<file path="config.mk">
export PLATFORM = sky130hd
export DESIGN_NAME = load_store_unit_flat
export DESIGN_NICKNAME = d
export VERILOG_FILES = /design/src/rtl/load_store_unit_if.sv /design/src/rtl/load_store_unit.sv /design/src/flat_wrapper.sv
export SDC_FILE = /design/constraint.sdc
export NUM_CORES = 1
export LEC_CHECK = 0
export ABC_AREA = 1
export CAP_MARGIN = 20
export CORE_MARGIN = 10
export CORE_UTILIZATION = 45
export CTS_CLUSTER_SIZE = 10
export DETAILED_ROUTE_END_ITERATION = 12
export PLACE_DENSITY_LB_ADDON = 0.2
export SYNTH_ARGS = -nofsm -noshare
export SYNTH_HDL_FRONTEND = slang
export SYNTH_SLANG_ARGS = --single-unit
</file>
<file path="constraint.sdc">
create_clock -name clk -period 1.6 [get_ports clk]
set_input_delay 0.32 -clock clk [delete_from_list [all_inputs] [get_ports clk]]
set_output_delay 0.32 -clock clk [all_outputs]
set_load 0.02 [all_outputs]
</file>
<file path="src/rtl/load_store_unit_if.sv">
// Execute-stage request, data-memory bus and result signals of the load/store unit.
// The slave modport is the unit itself; the master modport is the surrounding pipeline/memory.
interface load_store_unit_if;
    logic        req_valid;
    logic        req_ready;
    logic [5:0]  alucode;
    logic [31:0] addr;
    logic [31:0] store_data;
    logic [4:0]  rd_in;
    logic        mem_req;
    logic        mem_we;
    logic [31:0] mem_addr;
    logic [3:0]  mem_be;
    logic [31:0] mem_wdata;
    logic [31:0] mem_rdata;
    logic        mem_ack;
    logic        load_valid;
    logic [31:0] load_data;
    logic [4:0]  load_rd;
    logic        store_done;
    logic        misaligned;
    logic        bus_error;
    logic        dbg_state;

    // Handshakes: a request transfers on a cycle where req_valid && req_ready, and the
    // requester holds its inputs while req_ready=0; a bus access is mem_req held high with
    // stable attributes until a single-cycle mem_ack or the timeout abort.
    modport slave (
        input  req_valid, alucode, addr, store_data, rd_in, mem_rdata, mem_ack,
        output req_ready, mem_req, mem_we, mem_addr, mem_be, mem_wdata,
               load_valid, load_data, load_rd, store_done, misaligned, bus_error, dbg_state
    );

    modport master (
        output req_valid, alucode, addr, store_data, rd_in, mem_rdata, mem_ack,
        input  req_ready, mem_req, mem_we, mem_addr, mem_be, mem_wdata,
               load_valid, load_data, load_rd, store_done, misaligned, bus_error, dbg_state
    );
endinterface

</file>
<file path="src/rtl/load_store_unit.sv">
// Single-outstanding load/store unit: alignment check, byte-lane steering, load extension,
// and a bus timeout that aborts an access when mem_ack never arrives.
module load_store_unit #(
    parameter int TIMEOUT_CYCLES = 255
) (
    input  logic              clk,
    input  logic              rst,
    load_store_unit_if.slave  lsu
);

    localparam logic [5:0] ALU_LB  = 6'd20;
    localparam logic [5:0] ALU_LH  = 6'd21;
    localparam logic [5:0] ALU_LW  = 6'd22;
    localparam logic [5:0] ALU_LBU = 6'd23;
    localparam logic [5:0] ALU_LHU = 6'd24;
    localparam logic [5:0] ALU_SB  = 6'd25;
    localparam logic [5:0] ALU_SH  = 6'd26;
    localparam logic [5:0] ALU_SW  = 6'd27;

    localparam logic [1:0] SZ_B = 2'd0;
    localparam logic [1:0] SZ_H = 2'd1;
    localparam logic [1:0] SZ_W = 2'd2;

    // Counter only has to reach TIMEOUT_CYCLES-1: the abort fires on the cycle that would make it TIMEOUT_CYCLES.
    localparam int CW = (TIMEOUT_CYCLES < 2) ? 1 : $clog2(TIMEOUT_CYCLES);
    localparam logic [CW-1:0] CNT_LAST = CW'(TIMEOUT_CYCLES - 1);

    typedef enum logic {
        S_IDLE = 1'b0,
        S_BUS  = 1'b1
    } state_t;

    state_t        r_state;
    logic [CW-1:0] r_cnt;
    logic          r_mem_req;
    logic          r_mem_we;
    logic [31:0]   r_mem_addr;
    logic [3:0]    r_mem_be;
    logic [31:0]   r_mem_wdata;
    logic          r_load_valid;
    logic [31:0]   r_load_data;
    logic [4:0]    r_load_rd;
    logic          r_store_done;
    logic          r_misaligned;
    logic          r_bus_error;
    logic          r_is_load;
    logic          r_unsigned;
    logic [1:0]    r_size;
    logic [1:0]    r_lo;
    logic [4:0]    r_rd;

    logic          w_is_load;
    logic          w_is_store;
    logic          w_unsigned;
    logic [1:0]    w_size;
    logic          w_misal;
    logic [3:0]    w_be;
    logic [31:0]   w_wdata;
    logic [7:0]    w_byte;
    logic [15:0]   w_half;
    logic [31:0]   w_load;

    always_comb begin
        w_is_load  = 1'b0;
        w_is_store = 1'b0;
        w_unsigned = 1'b0;
        w_size     = SZ_B;
        case (lsu.alucode)
            ALU_LB:  begin w_is_load  = 1'b1; w_size = SZ_B; end
            ALU_LH:  begin w_is_load  = 1'b1; w_size = SZ_H; end
            ALU_LW:  begin w_is_load  = 1'b1; w_size = SZ_W; end
            ALU_LBU: begin w_is_load  = 1'b1; w_size = SZ_B; w_unsigned = 1'b1; end
            ALU_LHU: begin w_is_load  = 1'b1; w_size = SZ_H; w_unsigned = 1'b1; end
            ALU_SB:  begin w_is_store = 1'b1; w_size = SZ_B; end
            ALU_SH:  begin w_is_store = 1'b1; w_size = SZ_H; end
            ALU_SW:  begin w_is_store = 1'b1; w_size = SZ_W; end
            default: ;
        endcase
    end

    always_comb begin
        w_misal = 1'b0;
        w_be    = 4'b1111;
        w_wdata = 32'h0;
        case (w_size)
            SZ_B: begin
                w_be = 4'b0001 << lsu.addr[1:0];
                if (w_is_store) w_wdata = {4{lsu.store_data[7:0]}};
            end
            SZ_H: begin
                w_misal = lsu.addr[0];
                w_be    = lsu.addr[1] ? 4'b1100 : 4'b0011;
                if (w_is_store) w_wdata = {2{lsu.store_data[15:0]}};
            end
            default: begin
                w_misal = (lsu.addr[1:0] != 2'b00);
                if (w_is_store) w_wdata = lsu.store_data;
            end
        endcase
    end

    always_comb begin
        w_byte = 8'h0;
        case (r_lo)
            2'd0: w_byte = lsu.mem_rdata[7:0];
            2'd1: w_byte = lsu.mem_rdata[15:8];
            2'd2: w_byte = lsu.mem_rdata[23:16];
            default: w_byte = lsu.mem_rdata[31:24];
        endcase
        w_half = r_lo[1] ? lsu.mem_rdata[31:16] : lsu.mem_rdata[15:0];
        case (r_size)
            SZ_B:    w_load = r_unsigned ? {24'h0, w_byte} : {{24{w_byte[7]}}, w_byte};
            SZ_H:    w_load = r_unsigned ? {16'h0, w_half} : {{16{w_half[15]}}, w_half};
            default: w_load = lsu.mem_rdata;
        endcase
    end

    always_ff @(posedge clk) begin
        if (rst) begin
            r_state      <= S_IDLE;
            r_cnt        <= '0;
            r_mem_req    <= 1'b0;
            r_mem_we     <= 1'b0;
            r_mem_addr   <= 32'h0;
            r_mem_be     <= 4'h0;
            r_mem_wdata  <= 32'h0;
            r_load_valid <= 1'b0;
            r_load_data  <= 32'h0;
            r_load_rd    <= 5'h0;
            r_store_done <= 1'b0;
            r_misaligned <= 1'b0;
            r_bus_error  <= 1'b0;
            r_is_load    <= 1'b0;
            r_unsigned   <= 1'b0;
            r_size       <= SZ_B;
            r_lo         <= 2'b00;
            r_rd         <= 5'h0;
        end else begin
            r_load_valid <= 1'b0;
            r_store_done <= 1'b0;
            r_misaligned <= 1'b0;
            r_bus_error  <= 1'b0;
            case (r_state)
                S_IDLE: begin
                    if (lsu.req_valid) begin
                        r_is_load  <= w_is_load;
                        r_unsigned <= w_unsigned;
                        r_size     <= w_size;
                        r_lo       <= lsu.addr[1:0];
                        r_rd       <= lsu.rd_in;
                        // Unknown opcodes fall through silently; misaligned ones never reach the bus.
                        if (w_is_load || w_is_store) begin
                            if (w_misal) begin
                                r_misaligned <= 1'b1;
                            end else begin
                                r_state     <= S_BUS;
                                r_cnt       <= '0;
                                r_mem_req   <= 1'b1;
                                r_mem_we    <= w_is_store;
                                r_mem_addr  <= {lsu.addr[31:2], 2'b00};
                                r_mem_be    <= w_be;
                                r_mem_wdata <= w_wdata;
                            end
                        end
                    end
                end
                S_BUS: begin
                    if (lsu.mem_ack) begin
                        r_state   <= S_IDLE;
                        r_mem_req <= 1'b0;
                        if (r_is_load) begin
                            r_load_valid <= 1'b1;
                            r_load_data  <= w_load;
                            r_load_rd    <= r_rd;
                        end else begin
                            r_store_done <= 1'b1;
                        end
                    end else if (r_cnt == CNT_LAST) begin
                        r_state     <= S_IDLE;
                        r_mem_req   <= 1'b0;
                        r_bus_error <= 1'b1;
                    end else begin
                        r_cnt <= r_cnt + CW'(1);
                    end
                end
                default: r_state <= S_IDLE;
            endcase
        end
    end

    assign lsu.req_ready  = (r_state == S_IDLE) && !rst;
    assign lsu.mem_req    = r_mem_req;
    assign lsu.mem_we     = r_mem_we;
    assign lsu.mem_addr   = r_mem_addr;
    assign lsu.mem_be     = r_mem_be;
    assign lsu.mem_wdata  = r_mem_wdata;
    assign lsu.load_valid = r_load_valid;
    assign lsu.load_data  = r_load_data;
    assign lsu.load_rd    = r_load_rd;
    assign lsu.store_done = r_store_done;
    assign lsu.misaligned = r_misaligned;
    assign lsu.bus_error  = r_bus_error;
    assign lsu.dbg_state  = r_state;

endmodule

</file>
<file path="src/flat_wrapper.sv">
// flat-port wrapper written by rule: the top's interface ports become plain ports
module load_store_unit_flat 
#(
    parameter int TIMEOUT_CYCLES = 255
)
  (clk, rst, lsu_req_valid, lsu_alucode, lsu_addr, lsu_store_data, lsu_rd_in, lsu_mem_rdata, lsu_mem_ack, lsu_req_ready, lsu_mem_req, lsu_mem_we, lsu_mem_addr, lsu_mem_be, lsu_mem_wdata, lsu_load_valid, lsu_load_data, lsu_load_rd, lsu_store_done, lsu_misaligned, lsu_bus_error, lsu_dbg_state);
  load_store_unit_if lsu_i ();
  input  logic clk;
  input  logic rst;
  input wire logic [$bits(lsu_i.req_valid)-1:0] lsu_req_valid;
  input wire logic [$bits(lsu_i.alucode)-1:0] lsu_alucode;
  input wire logic [$bits(lsu_i.addr)-1:0] lsu_addr;
  input wire logic [$bits(lsu_i.store_data)-1:0] lsu_store_data;
  input wire logic [$bits(lsu_i.rd_in)-1:0] lsu_rd_in;
  input wire logic [$bits(lsu_i.mem_rdata)-1:0] lsu_mem_rdata;
  input wire logic [$bits(lsu_i.mem_ack)-1:0] lsu_mem_ack;
  output wire logic [$bits(lsu_i.req_ready)-1:0] lsu_req_ready;
  output wire logic [$bits(lsu_i.mem_req)-1:0] lsu_mem_req;
  output wire logic [$bits(lsu_i.mem_we)-1:0] lsu_mem_we;
  output wire logic [$bits(lsu_i.mem_addr)-1:0] lsu_mem_addr;
  output wire logic [$bits(lsu_i.mem_be)-1:0] lsu_mem_be;
  output wire logic [$bits(lsu_i.mem_wdata)-1:0] lsu_mem_wdata;
  output wire logic [$bits(lsu_i.load_valid)-1:0] lsu_load_valid;
  output wire logic [$bits(lsu_i.load_data)-1:0] lsu_load_data;
  output wire logic [$bits(lsu_i.load_rd)-1:0] lsu_load_rd;
  output wire logic [$bits(lsu_i.store_done)-1:0] lsu_store_done;
  output wire logic [$bits(lsu_i.misaligned)-1:0] lsu_misaligned;
  output wire logic [$bits(lsu_i.bus_error)-1:0] lsu_bus_error;
  output wire logic [$bits(lsu_i.dbg_state)-1:0] lsu_dbg_state;
  assign lsu_i.req_valid = lsu_req_valid;
  assign lsu_i.alucode = lsu_alucode;
  assign lsu_i.addr = lsu_addr;
  assign lsu_i.store_data = lsu_store_data;
  assign lsu_i.rd_in = lsu_rd_in;
  assign lsu_i.mem_rdata = lsu_mem_rdata;
  assign lsu_i.mem_ack = lsu_mem_ack;
  assign lsu_req_ready = lsu_i.req_ready;
  assign lsu_mem_req = lsu_i.mem_req;
  assign lsu_mem_we = lsu_i.mem_we;
  assign lsu_mem_addr = lsu_i.mem_addr;
  assign lsu_mem_be = lsu_i.mem_be;
  assign lsu_mem_wdata = lsu_i.mem_wdata;
  assign lsu_load_valid = lsu_i.load_valid;
  assign lsu_load_data = lsu_i.load_data;
  assign lsu_load_rd = lsu_i.load_rd;
  assign lsu_store_done = lsu_i.store_done;
  assign lsu_misaligned = lsu_i.misaligned;
  assign lsu_bus_error = lsu_i.bus_error;
  assign lsu_dbg_state = lsu_i.dbg_state;
  load_store_unit #(.TIMEOUT_CYCLES(TIMEOUT_CYCLES)) u_core (.clk(clk), .rst(rst), .lsu(lsu_i));
endmodule
</file>
Yosys cells after proc, flatten, opt, wreduce, memory -nomap -nowiden
Index checks and enable logic that the tools add are counted.
Storage, ports and cells
  register bits after elaboration: 129
  input port bits: 111
  output and inout bits: 113
  logic and storage cells: 102
Cells by class
  $add $sub $neg: 1
  equal/unequal tests: 19
  shift-type cells: 1
  muxes and demuxes: 38
  bitwise logic cells: 5
  reduce and logical (&&, ||, !) cells: 20
Operators with widths (number)
  2-to-1 mux 32 bit: 5
  case mux 32 bit (2 select lines): 2
  == test 6 x 5 -> 1 bit (second input constant): 8
  2-to-1 mux 8 bit: 5
  case mux 8 bit (3 select lines): 1
  2-to-1 mux 1 bit: 17
  2-to-1 mux 16 bit: 1
  case mux 8 bit (2 select lines): 1
  OR reduction 3 bit: 4
  adder 8 x 1 -> 8 bit (second input constant): 1
  == test 8 bit (second input constant): 1
  inequality test 2 bit (second input constant): 4
  case mux 4 bit (2 select lines): 1
  AND reduction 4 bit: 2
  == test 2 x 1 -> 1 bit (second input constant): 3
  zero test 2 bit: 3
  case mux 1 bit (2 select lines): 3
  inverter 1 bit: 5
  AND reduction 5 bit: 1
  OR reduction 5 bit: 1
  2-to-1 mux 4 bit: 1
  case mux 2 bit (2 select lines): 1
  OR reduction 2 bit: 2
  OR reduction 4 bit: 1
  10 further kinds: 10

Longest topological paths before layout
Gate-level depths: netlist of the first run.
  word-level depth: 9
  mapped depth: 12
  gate-level depth less buffers: 11

Worst setup path before layout of the first run
OpenSTA, ideal clock, no wires.
  path type: register to register
  from: register u_core.r_state (netlist: u_core.lsu.dbg_state)
  to: register u_core.r_cnt[4]
  setup time: 0.113 ns
  arrival: 1.371 ns
  data required time: 1.487 ns
  setup slack: 0.116 ns
  stages on the path, launching flop included: 8
  buffers on the path: 1
  period minus slack after synthesis: 1.484 ns
  path through: dfxtp_1 nor2_4 clkinv_1 nand2_2 nand3_2 buf_6 nor2_1 nor2_1
On the way
  word-level cells in the longest chain between the ends: 3
  elaborated cells between the ends (all ways): 8
  those cells by class: eq/ne: 5; mux: 1; bitwise: 1; reduce/logical: 1
Ends and longest elaborated chain
  start: declaration: line load_store_unit.sv:33  | state_t r_state;
  start signal: assignment: line load_store_unit.sv:120  | r_state <= S_IDLE;
  start signal: assignment: line load_store_unit.sv:156  | r_state <= S_BUS;
  start signal: assignment: line load_store_unit.sv:169  | r_state <= S_IDLE;
  inverter 1 bit: line load_store_unit.sv:143  | case (r_state)
  inequality test 2 bit (no line) or inequality test 2 x 1 -> 1 bit (tied branches)
  AND reduction 5 bit (no line)
  end signal: assignment: line load_store_unit.sv:183  | r_cnt <= r_cnt + CW'(1);
  end: declaration: line load_store_unit.sv:34  | logic [CW-1:0] r_cnt;
Several ways; a longest one is shown, not always the timed one.
A chain may end at the register's enable or synchronous reset.

Worst setup path in the final report of the first run
  from: input lsu_alucode[4]
  to: register u_core.r_mem_wdata[15] (netlist: u_core.lsu.mem_wdata[15])
On the way
  word-level cells in the longest chain between the ends: 7
  elaborated cells between the ends (all ways): 25
  those cells by class: eq/ne: 9; mux: 8; bitwise: 1; reduce/logical: 7
Ends and longest elaborated chain
  start: declaration: line flat_wrapper.sv:11  | input wire logic [$bits(lsu_i.alucode)-1:0] lsu_alucode;
  == test 6 x 5 -> 1 bit: line load_store_unit.sv:68  | case (lsu.alucode)
  OR reduction 3 bit (no line) or OR reduction 2 bit (tied branches)
  case mux 2 bit (2 select lines): line load_store_unit.sv:68
  == test 2 x 1 -> 1 bit or zero test 2 bit (tied branches): line load_store_unit.sv:85  | case (w_size)
  case mux 1 bit (2 select lines): line load_store_unit.sv:85
  inverter 1 bit (no line)
  AND reduction 4 bit (no line)
  end signal: assignment: line load_store_unit.sv:162  | r_mem_wdata <= w_wdata;
  end: declaration: line load_store_unit.sv:39  | logic [31:0] r_mem_wdata;
Several ways; a longest one is shown, not always the timed one.

==> impl_metrics.ini, run 1 <==
[critical_path]
cp-start-kind = primary input
critical_path.endpoint_type = register
crit_chain = dlygate4sd2_1, inv_2, nor2_4, buf_12, nand3_2, nand2_2, nand2_4, nand4_4, buf_12, bufbuf_16, o21ai_4, nor2_2
timing.critical_path.mode_cell = sky130_fd_sc_hd__buf_12
worst_ep_arrival_time_ps = 1880
timing.critical_path.required_ps = 1910
crit_path_max_fanout = 8
worstSetupPathType = primary input to register
cp_slowest_stage_delay_ps = 270
worst_path_max_delay_cell = sky130_fd_sc_hd__bufbuf_16

[die]
dieWidth_um = 136.1
die_area_um2 = 18510
core_area_um2 = 13240
initial_utilization = 0.4578
core_rows = 42
die_h_um = 136.1
boundaryPins = 224

[detailed_routing]
first_iter_violations = 656
wl_per_cell_um = 17.17
totalWireLength_um = 22580
routed-via-count = 6862
drcViolationCount = 0
dr.pass1.iters = 5
routed_via_density = 5.218
final_antenna_net_count = 0

[pwr]
power_density_nw_per_um2 = 836.0
peakVddDrop_mv = 0.5954
p_leak_nw = 4.605
post_layout_power_w = 0.008086

[global_route]
grt_pass1_vias = 6389
antenna_found_initial = 1
grt.overflow.total = 0
grt_util_all_layers = 0.2333
grt_start_max_net_pins = 43
wire_length_of_the_first_global_routing_pass_um = 34310

[placed_design]
setup_ws_pre_cts_ps = -527.9
place_congestion = 0.8786
dpl.hpwl_um = 15350
port-buffer-count = 221
postPlaceCellArea_um2 = 8816

[worst_hold_path]
min-delay-path-class = primary input to register

[finish]
number_of_nets_at_the_end_of_the_flow = 1239
flow.area_growth_from_synthesis_pct = 59.55
fillCellCount = 1108
mostFrequentLayoutCells = sky130_fd_sc_hd__nor2_1, sky130_fd_sc_hd__dfxtp_1, sky130_fd_sc_hd__o21ai_0
regArea_um2 = 2585
multiInputGateArea_um2 = 3028
most_frequent_standard_cell_in_the_layout_excluding_fill_and_tap_cells = sky130_fd_sc_hd__nor2_1
drive_above_1_share = 0.1574
finalInstanceArea_um2 = 9672

[run_status]
status = finished, final reports clean

[sta]
worst_hold_slack_ps = 371.6
setup-violations-final = 0
grt_setup_unrepaired = yes
fmax_ghz = 0.6349
timing_max_transition_violations_final = 0
timing.final.ws_setup_ps = 25.04
setup_total_negative_slack_ps = 0
finalWorstPathRequiredPeriod_ps = 1575
period_share = 0.9844
fin_skew_ps = 6.342
hold_viol_final = 0

[yosys]
synth_adder_area_share = 0.004128
synth_top_area_frac = 0.4260
seq_area_frac_synth = 0.4260
synth-compound-area-share = 0.2047
post_synth_num_cell_types = 37
simple_gate_fraction_of_synth_area = 0.2675
ys_ff_latch = 129
synthDominantAreaCellType = sky130_fd_sc_hd__dfxtp_1
synth_area_leaders = sky130_fd_sc_hd__dfxtp_1, sky130_fd_sc_hd__o21ai_0, sky130_fd_sc_hd__nor2_1
synth_xor_xnor_area_share = 0
synth_top_family_by_area = simple AND/OR/NAND/NOR gates
synth_cells = 857
synthesis.area_per_instance_um2 = 7.074
synth.yosys.warnings = 0
netlist_area_um2 = 6062
multiplexer_share_of_the_synthesized_area = 0

[clocking]
max_clock_buf_depth = 2
cts.htree.levels = 4
cts_tree = yes
clock_sink_count = 129
cts.clk_slew.worst_paths_ps = 50
cts_root_buffer = sky130_fd_sc_hd__clkbuf_16
hold_buffers = 0
cts_buffers = 17
clk_latency_ps = 420

[flow_run]
max_cap_viol_count = 0
-- repair_timing --
| action | CTS | global route |
|---|---|---|
| hold endpoints to repair | 0 | 0 |
| pin swaps | 5 | 5 |
| cloned | 6 | 0 |
| gates resized for setup | 142 | 31 |
| setup buffers | 12 | 1 |
| setup endpoints to repair | 180 | 85 |
-- registers in the layout, summed over array words and instances (netlist names), 2 cells and up --
name / cells
u_core.lsu.load_data: 32
u_core.r_cnt: 8
u_core.r_rd: 5
u_core.lsu.mem_wdata: 32
u_core.r_lo: 2
u_core.r_size: 2
u_core.lsu.mem_be: 4
u_core.lsu.mem_addr: 30
u_core.lsu.load_rd: 5
-- cell families (layout without fill, tap and decap cells) --
family                   after synthesis  in the layout
AND/OR/NAND/NOR                      372            372
AO/OA/AOI/OAI                        221            221
buffers and inverters                132            411
flip-flops                           129            129
adder cells (fa/ha/maj)                2              2
other                                  1              4
-- critical path, delay by kind of cell --
family / cells / cell delay, ps
AOI/OAI and AO/OA: 1 / 130
buffers and inverters: 5 / 910
and+or+nand+nor: 6 / 500
-- power by group --
group	internal [W]	switching, W	total, W
clock	0.00211	0.00138	0.00349
combinational	0.000608	0.000639	0.00125
sequential	0.00330	0.0000547	0.00335
-- synthesized netlist by cell type --
master                     count
sky130_fd_sc_hd__inv_4         1
sky130_fd_sc_hd__clkinv_1      1
sky130_fd_sc_hd__nor3_1        1
sky130_fd_sc_hd__buf_4         5
sky130_fd_sc_hd__a21oi_1      26
sky130_fd_sc_hd__buf_1         2
sky130_fd_sc_hd__nor2_1      167
sky130_fd_sc_hd__o221ai_1      1
sky130_fd_sc_hd__a31oi_1       5
sky130_fd_sc_hd__inv_1        71
sky130_fd_sc_hd__a221oi_1      1
sky130_fd_sc_hd__inv_2         7
sky130_fd_sc_hd__nand3_1      50
sky130_fd_sc_hd__nand2_1     108
sky130_fd_sc_hd__buf_6         7
sky130_fd_sc_hd__ha_1          2
sky130_fd_sc_hd__buf_2        15
sky130_fd_sc_hd__o21ai_1       6
sky130_fd_sc_hd__o21bai_1     15
sky130_fd_sc_hd__nor2_2       12
sky130_fd_sc_hd__nand4_4       1
sky130_fd_sc_hd__clkbuf_1     23
sky130_fd_sc_hd__a22oi_1       5
sky130_fd_sc_hd__o211ai_1     12
sky130_fd_sc_hd__nor2_4        3
sky130_fd_sc_hd__dfxtp_1     129
sky130_fd_sc_hd__o211ai_2      1
sky130_fd_sc_hd__nor4_1        1
sky130_fd_sc_hd__nand4_2       1
sky130_fd_sc_hd__a21oi_2       8
sky130_fd_sc_hd__nand4_1       8
sky130_fd_sc_hd__conb_1        1
sky130_fd_sc_hd__o21ai_0     140
sky130_fd_sc_hd__o32ai_1       1
sky130_fd_sc_hd__nand2_2      16
sky130_fd_sc_hd__nand3_2       2
sky130_fd_sc_hd__nor3b_1       2
-- per-stage QoR --
| stage | instances | utilization |
|---|---|---|
| 6_report | 1315 | 0.7303 |
| 5_1_grt | 1314 | 0.7302 |
| 4_1_cts | 1312 | 0.7260 |
| 3_5_place_dp | 1264 | 0.6657 |
| 3_3_place_gp | 1264 | 0.6657 |
| 2_1_floorplan | 858 | - |
-- metal layers --
layer	share of wire	global-route usage
met2	0.48	0.3777
met1	0.39	0.2850
met5	0	0
met4	0.030	0.09290
met3	0.095	0.06863
-- worst paths after layout --
kind | from | endpoint | slack [ps] | cells after the start
hold reg to reg | u_core.lsu.mem_req | u_core.lsu.mem_req | 460 | 2
setup / recovery | lsu_alucode[4] | u_core.lsu.mem_wdata[15] | 30 | 12
setup reg to reg | u_core.lsu.dbg_state | u_core.lsu.mem_wdata[15] | 80 | 6
hold / removal | lsu_addr[0] | u_core.r_lo[0] | 370 | 4
-- final cells by class --
class | count | share of cell area
diodes | 2 | 0.0005175
well taps | 176 | 0.02277
clock buffers | 24 | 0.05084
multi-input cells | 597 | 0.3131
inverters | 80 | 0.03208
clock inverters | 6 | 0.003364
repair buffers | 301 | 0.3101
flip-flops and latches | 129 | 0.2673
Note: power is estimated with default switching activity, not from simulation.
==> run 2: changes to the inputs <==
--- a/config.mk
+++ b/config.mk
@@ -11,6 +11,7 @@
 export CORE_UTILIZATION = 45
 export CTS_CLUSTER_SIZE = 10
 export DETAILED_ROUTE_END_ITERATION = 12
+export GPL_ROUTABILITY_DRIVEN = 0
 export PLACE_DENSITY_LB_ADDON = 0.2
 export SYNTH_ARGS = -nofsm -noshare
 export SYNTH_HDL_FRONTEND = slang
==> results of run 2 <==
Final layout, timing and power as in run 1 (identical DEF).
